<file path="src/rtl/t_merge_4to2.sv">
// -----------------------------------------------------------------------------
// t_merge_4to2 -- four-into-two AXI-Stream fan-in for the tandem page pipeline.
//
// Recombines the duplicated streams produced by the upstream t_1 broadcast
// operator. There are two independent lanes:
//   lane 1 : Input_1, Input_2 -> Output_1
//   lane 2 : Input_3, Input_4 -> Output_2
// Each lane has its own arbiter and a one-entry registered output slot. A lane
// can accept a new beat in the same cycle its slot drains, so each lane
// sustains one beat per cycle. Latency is one cycle from input acceptance to
// output TVALID. TDATA passes through bit-exact.
//
// Configuration macro:
//   RR_ARB_EN defined   : round-robin arbitration (1-bit pointer per lane);
//                         under contention the two inputs alternate.
//   RR_ARB_EN undefined : fixed priority; the lower-numbered input of a lane
//                         (Input_1, Input_3) always wins when both are valid.
//
// Ports:
//   ap_clk             in   clock, rising edge
//   ap_rst_n           in   synchronous active-low reset
//   ap_start           in   ignored (free-running block)
//   ap_done            out  constant 0
//   ap_idle            out  registered, 1 when both output slots are empty
//   ap_ready           out  constant 0
//   Input_k_V_TDATA    in   input k data  (k = 1..4)
//   Input_k_V_TVALID   in   input k valid
//   Input_k_V_TREADY   out  input k ready (depends combinationally on TVALID)
//   Output_j_V_TDATA   out  output j data (j = 1..2), registered
//   Output_j_V_TVALID  out  output j valid, registered
//   Output_j_V_TREADY  in   output j ready
// -----------------------------------------------------------------------------

// -----------------------------------------------------------------------------
// t_merge_4to2_lane -- one arbiter plus one output slot.
//
// Ports:
//   clk, rst_n             clock and synchronous active-low reset
//   lo_data/valid/ready    lower-numbered input of the lane
//   hi_data/valid/ready    higher-numbered input of the lane
//   out_data/valid/ready   lane output, driven straight from the slot
//   vld_next               next-state of the slot valid, used for ap_idle
// -----------------------------------------------------------------------------
module t_merge_4to2_lane #(
   parameter int DATA_WIDTH = 32
) (
   input  logic                  clk,
   input  logic                  rst_n,
   input  logic [DATA_WIDTH-1:0] lo_data,
   input  logic                  lo_valid,
   output logic                  lo_ready,
   input  logic [DATA_WIDTH-1:0] hi_data,
   input  logic                  hi_valid,
   output logic                  hi_ready,
   output logic [DATA_WIDTH-1:0] out_data,
   output logic                  out_valid,
   input  logic                  out_ready,
   output logic                  vld_next
);

   logic                  grant_lo;
   logic                  grant_hi;
   logic                  slot_free;
   logic                  take_lo;
   logic                  take_hi;
   logic                  slot_vld_p1;
   logic [DATA_WIDTH-1:0] slot_data_p1;

   // ---- stage p0: arbitration and input handshake ----
`ifdef RR_ARB_EN
   // prefer_hi = 1 means the higher-numbered input wins the next tie.
   // It flips toward the other input after every acceptance.
   logic prefer_hi;

   always_comb begin
      grant_lo = lo_valid & (~hi_valid | ~prefer_hi);
      grant_hi = hi_valid & (~lo_valid | prefer_hi);
   end

   always_ff @(posedge clk) begin
      if (!rst_n) begin
         prefer_hi <= 1'b0;
      end else if (take_lo) begin
         prefer_hi <= 1'b1;
      end else if (take_hi) begin
         prefer_hi <= 1'b0;
      end
   end
`else
   // Fixed priority: the lower-numbered input always wins a tie.
   always_comb begin
      grant_lo = lo_valid;
      grant_hi = hi_valid & ~lo_valid;
   end
`endif

   // The slot can take a beat when it is empty or is being drained this
   // cycle. Ready is forced low while reset is asserted so no upstream beat
   // is handshaken and then silently dropped by the reset.
   always_comb begin
      slot_free = ~slot_vld_p1 | out_ready;
      lo_ready  = grant_lo & slot_free & rst_n;
      hi_ready  = grant_hi & slot_free & rst_n;
      take_lo   = lo_valid & lo_ready;
      take_hi   = hi_valid & hi_ready;
   end

   // Next slot occupancy: a reload wins over a drain, which keeps the slot
   // full under simultaneous drain and accept.
   always_comb begin
      vld_next = slot_vld_p1;
      if (!rst_n) begin
         vld_next = 1'b0;
      end else if (take_lo | take_hi) begin
         vld_next = 1'b1;
      end else if (out_ready) begin
         vld_next = 1'b0;
      end
   end

   // ---- stage p1: registered output slot ----
   always_ff @(posedge clk) begin
      if (!rst_n) begin
         slot_vld_p1 <= 1'b0;
      end else begin
         slot_vld_p1 <= vld_next;
      end
   end

   // Data is cleared on reset so an idle output reads zero; otherwise it only
   // changes on acceptance, which keeps it stable while stalled.
   always_ff @(posedge clk) begin
      if (!rst_n) begin
         slot_data_p1 <= '0;
      end else if (take_lo) begin
         slot_data_p1 <= lo_data;
      end else if (take_hi) begin
         slot_data_p1 <= hi_data;
      end
   end

   assign out_data  = slot_data_p1;
   assign out_valid = slot_vld_p1;

endmodule

// -----------------------------------------------------------------------------
// t_merge_4to2 -- top level: two independent lanes plus ap_* control.
// -----------------------------------------------------------------------------
module t_merge_4to2 #(
   parameter int DATA_WIDTH = 32
) (
   input  logic                  ap_clk,
   input  logic                  ap_rst_n,
   input  logic                  ap_start,
   output logic                  ap_done,
   output logic                  ap_idle,
   output logic                  ap_ready,
   input  logic [DATA_WIDTH-1:0] Input_1_V_TDATA,
   input  logic                  Input_1_V_TVALID,
   output logic                  Input_1_V_TREADY,
   input  logic [DATA_WIDTH-1:0] Input_2_V_TDATA,
   input  logic                  Input_2_V_TVALID,
   output logic                  Input_2_V_TREADY,
   input  logic [DATA_WIDTH-1:0] Input_3_V_TDATA,
   input  logic                  Input_3_V_TVALID,
   output logic                  Input_3_V_TREADY,
   input  logic [DATA_WIDTH-1:0] Input_4_V_TDATA,
   input  logic                  Input_4_V_TVALID,
   output logic                  Input_4_V_TREADY,
   output logic [DATA_WIDTH-1:0] Output_1_V_TDATA,
   output logic                  Output_1_V_TVALID,
   input  logic                  Output_1_V_TREADY,
   output logic [DATA_WIDTH-1:0] Output_2_V_TDATA,
   output logic                  Output_2_V_TVALID,
   input  logic                  Output_2_V_TREADY
);

   logic vld_next_1;
   logic vld_next_2;
   logic idle_p1;
   logic unused_start;

   // The block is free-running; ap_start has no effect.
   assign unused_start = ap_start;
   assign ap_done      = 1'b0;
   assign ap_ready     = 1'b0;

   t_merge_4to2_lane #(
      .DATA_WIDTH(DATA_WIDTH)
   ) lane_1 (
      .clk       (ap_clk),
      .rst_n     (ap_rst_n),
      .lo_data   (Input_1_V_TDATA),
      .lo_valid  (Input_1_V_TVALID),
      .lo_ready  (Input_1_V_TREADY),
      .hi_data   (Input_2_V_TDATA),
      .hi_valid  (Input_2_V_TVALID),
      .hi_ready  (Input_2_V_TREADY),
      .out_data  (Output_1_V_TDATA),
      .out_valid (Output_1_V_TVALID),
      .out_ready (Output_1_V_TREADY),
      .vld_next  (vld_next_1)
   );

   t_merge_4to2_lane #(
      .DATA_WIDTH(DATA_WIDTH)
   ) lane_2 (
      .clk       (ap_clk),
      .rst_n     (ap_rst_n),
      .lo_data   (Input_3_V_TDATA),
      .lo_valid  (Input_3_V_TVALID),
      .lo_ready  (Input_3_V_TREADY),
      .hi_data   (Input_4_V_TDATA),
      .hi_valid  (Input_4_V_TVALID),
      .hi_ready  (Input_4_V_TREADY),
      .out_data  (Output_2_V_TDATA),
      .out_valid (Output_2_V_TVALID),
      .out_ready (Output_2_V_TREADY),
      .vld_next  (vld_next_2)
   );

   // ---- stage p1: idle flag ----
   // Registered from the slots' next state so it always equals
   // !vld_1 & !vld_2 of the current slot contents.
   always_ff @(posedge ap_clk) begin
      if (!ap_rst_n) begin
         idle_p1 <= 1'b1;
      end else begin
         idle_p1 <= ~vld_next_1 & ~vld_next_2;
      end
   end

   assign ap_idle = idle_p1;

endmodule
</file>
<file path="config.mk">
export PLATFORM = sky130hd
export DESIGN_NAME = t_merge_4to2
export DESIGN_NICKNAME = d
export VERILOG_FILES = /design/src/rtl/t_merge_4to2.sv
export SDC_FILE = /design/constraint.sdc
export NUM_CORES = 1
export LEC_CHECK = 0
export BUFFER_PORTS_ARGS = -buffer_cell sky130_fd_sc_hd__buf_4
export CAP_MARGIN = 40
export CORE_ASPECT_RATIO = 1.4
export CORE_MARGIN = 1.5
export CORE_UTILIZATION = 44
export CTS_CLUSTER_DIAMETER = 100
export DETAILED_ROUTE_END_ITERATION = 10
export PLACE_DENSITY = 0.91
export RECOVER_POWER = 100
export SETUP_SLACK_MARGIN = 0.1
export SLEW_MARGIN = 25
export SYNTH_ARGS = -nofsm -noshare
export SYNTH_HDL_FRONTEND = slang
export SYNTH_SLANG_ARGS = --single-unit
</file>
<file path="constraint.sdc">
create_clock -name ap_clk -period 2.8 [get_ports ap_clk]
set_input_delay 0.28 -clock ap_clk [delete_from_list [all_inputs] [get_ports ap_clk]]
set_output_delay 0.28 -clock ap_clk [all_outputs]
set_load 0.02 [all_outputs]
</file>
; Word level (Yosys, flattened, before mapping)
; Cells that the tools add are included.
[word_totals]
ff_bits = 67
[op_classes]
mux = 10
n_bitwise = 25
reduce_logical = 2
[ops]
columns = op, n
row1 = 2-to-1 mux 32 bit, 4
row2 = bitwise AND 1 bit, 15
row3 = 2-to-1 mux 1 bit, 6
row4 = inverter 1 bit, 6
row5 = OR 1 bit, 4
row6 = nonzero test 2 bit, 2

; Logic depth before layout (Yosys ltp)
[logic_depth]
ltp_word = 10
mapped_depth = 6

; Modules after synthesis
; Synthesis repeated with hierarchy kept, for this count alone.
[hier_totals]
hier_cells = 321
hier_area_um2 = 3264.4
[by_module_without_submodules]
columns = module, seq_area_each_um2, cells_per_inst, n_inst, area_each_um2
row1 = t_merge_4to2_lane, 660.6, 158, 2, 1610.3
row2 = t_merge_4to2, 20.0, 5, 1, 43.8

; Worst setup path before layout
; Ideal clock, no wire load.
[synth_path]
path_kind = input to output
startpoint = input ap_rst_n
endpoint = output Input_3_V_TREADY
arrival_ps = 1290
path_stages = 5
t_required_ps = 2520
slack_ps = 1230
cell_sequence = buf_4 inv_2 buf_2 buf_2 nor3_1
[synth_between]
elab_chain_cells = 1
[synth_lines]
columns = item, line_no
row1 = "start, declared", 154  ; input logic ap_rst_n,
row2 = bitwise AND 1 bit, 102  ; lo_ready = grant_lo & slot_free & rst_n;
row3 = "end, declared", 167  ; output logic Input_3_V_TREADY,
; No other way between the ends.

; Final worst setup path
[layout_path]
startpoint = input ap_rst_n
endpoint = register lane_1.slot_data_p1[15] (netlist: lane_1.out_data[15])
[layout_between]
elab_chain_cells = 3
elab_cells_between_ends = 6
cone_classes = 1 x mux / 4 x bitwise / 1 x reduce/logical
[layout_lines]
columns = item, line_no
row1 = bitwise AND 1 bit (on tied branches), "102, 103"
row2 = bitwise AND 1 bit (on tied branches), "104, 105"
row3 = 2-to-1 mux 32 bit or nonzero test 2 bit (tied branches), n/a
row4 = "end signal, assigned", 136  ; slot_data_p1 <= lo_data;
row5 = "end signal, assigned", 138  ; slot_data_p1 <= hi_data;
row6 = "end, declared", 67  ; logic [DATA_WIDTH-1:0] slot_data_p1;
; Parallel ways exist; a longest one is shown, timed or not.
; A chain may end at the register's enable or synchronous reset.

==> flow_summary.json <==
{
  "ff_latch_area_um2": 1340,
  "maxCapViolCount": 0,
  "ys_warn_count": 0,
  "postRouteAntennaNets": 0,
  "post-route-cell-area_um2": 4420,
  "yosys_register_bits": 67,
  "clock_latency_ns": 0.33,
  "yosys.area_share.simple_pct": 3.54,
  "path_max_fanout": 35,
  "synth.avg_cell_area_um2": 10.5,
  "overflow": 0,
  "cts_made_buffers": 9,
  "cts_resized": 0,
  "dieWidth_um": 72.9,
  "antenna_found_initial": 0,
  "wl_um": 9670,
  "num-fill-cells": 581,
  "drtIter0Drc": 184,
  "cts_setup_buffers": 0,
  "cts_tree": "done",
  "clock-skew-final_ns": 0.00815,
  "layout-drive-gt1-share_pct": 44.9,
  "vias": 3177,
  "cts_sinks": 67,
  "cellPowerDensity_nw_per_um2": 517,
  "gp_congestion": 0.764,
  "status": "complete, no violations",
  "rsz0062_at_grt": "false",
  "gr-usage-all-layers_pct": 25.6,
  "tns_ns": 0,
  "tightest_slew_ns": 1.33,
  "grt_pass1_vias": 3072,
  "area_delta_synth_final_pct": 47.0,
  "cp-start-kind": "input pin",
  "synth.distinct_cells": 24,
  "synth_compound_area_share_pct": 40.6,
  "die-area_um2": 7340,
  "cp_data_required_time_ns": 3.07,
  "grt_max_degree": 36,
  "path_clk_slew_ns": 0.07,
  "slew_headroom_pct": 11.0,
  "path_class": "in -> reg",
  "multi_input_area_um2": 1330,
  "synth_area_um2": 3010,
  "crit_arrival_ns": 2.39,
  "period_share_pct": 75.7,
  "hpwl_um": 7090,
  "muxShareOfSynthArea_pct": 0,
  "synth_top_family_by_area": "compound AO/OA/AOI/OAI gates",
  "irDropWorstVdd_uv": 326,
  "hold_viol": 0,
  "leakage_nw": 2.01,
  "grt_pass1_wl_um": 14800,
  "num_rows": 35,
  "postCtsHoldBufs": 0,
  "post_dp_cell_area_um2": 4540,
  "period_minus_slack_ns": 2.12,
  "core-area_um2": 6610,
  "htree_levels": 3,
  "seq_area_frac_synth_pct": 44.6,
  "rr_startpoint": "lane_1.out_valid",
  "setup_viol": 0,
  "portBuffers": 206,
  "synth_xor_area_share_pct": 0,
  "final-max-slew-violation-count": 0,
  "n_antenna_cell": 0,
  "num-nets-final": 614,
  "min_from": "Input_4_V_TDATA[2]",
  "cts_root_buf": "clkbuf_8",
  "cts_buffer_depth": 2,
  "drc": 0,
  "wl_per_cell_um": 16.9,
  "min_path_type": "in -> reg",
  "crit_start": "ap_rst_n",
  "start_util_pct": 45.4,
  "dr.pass1.iters": 4,
  "synthCells": 287,
  "die_y_um": 101,
  "boundaryPins": 210,
  "crit_path_end_kind": "flop",
  "synth-adder-area-share_pct": 0,
  "vias_per_cell": 5.54,
  "fmax_ghz": 0.471
}
Yosys cell counts:
cell      count  share of area, %
buf_6         4               1.5
nor2b_1       4              0.83
buf_2        15               2.5
nor3_1        1              0.17
inv_2         2              0.25
a21oi_1       3              0.50
inv_1        31               3.9
and3_1        1              0.21
conb_1        1              0.12
nand2b_1      2              0.42
nand3_1       1              0.17
buf_4         6               1.5
clkbuf_1     11               1.4
o221a_1       9               3.4
nor3_4        1              0.54
dfxtp_1      67                45
o221a_2      55                21
nor3_2        1              0.33
buf_1         1              0.12
o31a_1       32               9.3
nor2_1        6              0.75
nand2_1       1              0.12
a31oi_1      31               6.5
a41o_1        1              0.33
flip-flops by register name, summed over array words and instances (netlist names):
name	flops
lane_1.out_data	32
ap_idle	1
lane_2.out_data	32
lane_1.out_valid	1
lane_2.out_valid	1
worst max-delay path: stages:
cell,delay [ns]
buf_4,0.33
inv_2,0.16
nor3_1,0.22
clkbuf_1,1.00
o221a_2,0.39
where the power goes:
group / switching (mW) / total [mW] / internal [mW]
clock: 0.345 / 0.682 / 0.337
combinational: 0.284 / 0.541 / 0.257
sequential: 0.0380 / 1.06 / 1.02
total: 0.667 / 2.29 / 1.62
layout make-up:
cell class                 count  share of cell area (%)
timing repair buffer         215                    30.5
tap                           92                    2.61
clock inverter                 3                   0.340
inverter                      33                    2.80
sequential                    67                    30.4
clock buffer                  12                    3.29
multi-input combinational    151                    30.1
layer usage:
layer | vias to the layer above | GRT usage (%) | routed length, µm
met4 | 0 | 7.11 | 144
met3 | 12 | 8.50 | 915
li1 | 1503 | - | -
met1 | 1471 | 30.1 | 3720
met2 | 191 | 43.9 | 4880
met5 | - | 0 | 0
per-stage QoR:
stage	hold slack [ns]	instances	util [%]	total power [mW]	setup slack [ns]
after global placement	0.508	558	68.6	1.67	1.11
final	0.219	573	66.8	2.29	0.679
after floorplan	0.468	288	-	1.39	1.23
after detailed placement	0.509	558	68.6	1.69	1.06
after global routing	0.202	573	66.8	2.39	0.497
after CTS	0.204	573	71.1	2.37	1.08
path summary, 6_finish.rpt:
check             depth (start not counted)  slack, ns                   to
setup / recovery                          5       0.68  lane_1.out_data[15]
hold / removal                            2       0.22   lane_2.out_data[2]
setup reg to reg                          4       0.70  lane_1.out_data[15]
hold reg to reg                           1       0.52   lane_2.out_data[1]
kinds of logic after synthesis:
group | count (synthesis)
compound gates | 131
buf+inv | 70
flops | 67
simple gates | 18
other cells | 1
layout by cell type (no fill, tap or decap):
master	instances
and3_1	1
clkbuf_8	10
nor3_4	1
a31oi_1	31
clkbuf_1	72
nand2b_1	2
dfxtp_1	67
nor3_1	2
a21oi_1	3
clkinv_2	3
o221a_2	55
nor2b_2	1
inv_2	1
clkbuf_2	2
nand2_1	1
nor2_1	6
a41o_1	1
buf_4	143
nor2b_1	3
inv_1	32
o31a_1	32
o221a_1	9
conb_1	2
nand3_1	1
Note: power is estimated with default switching activity, not from simulation.
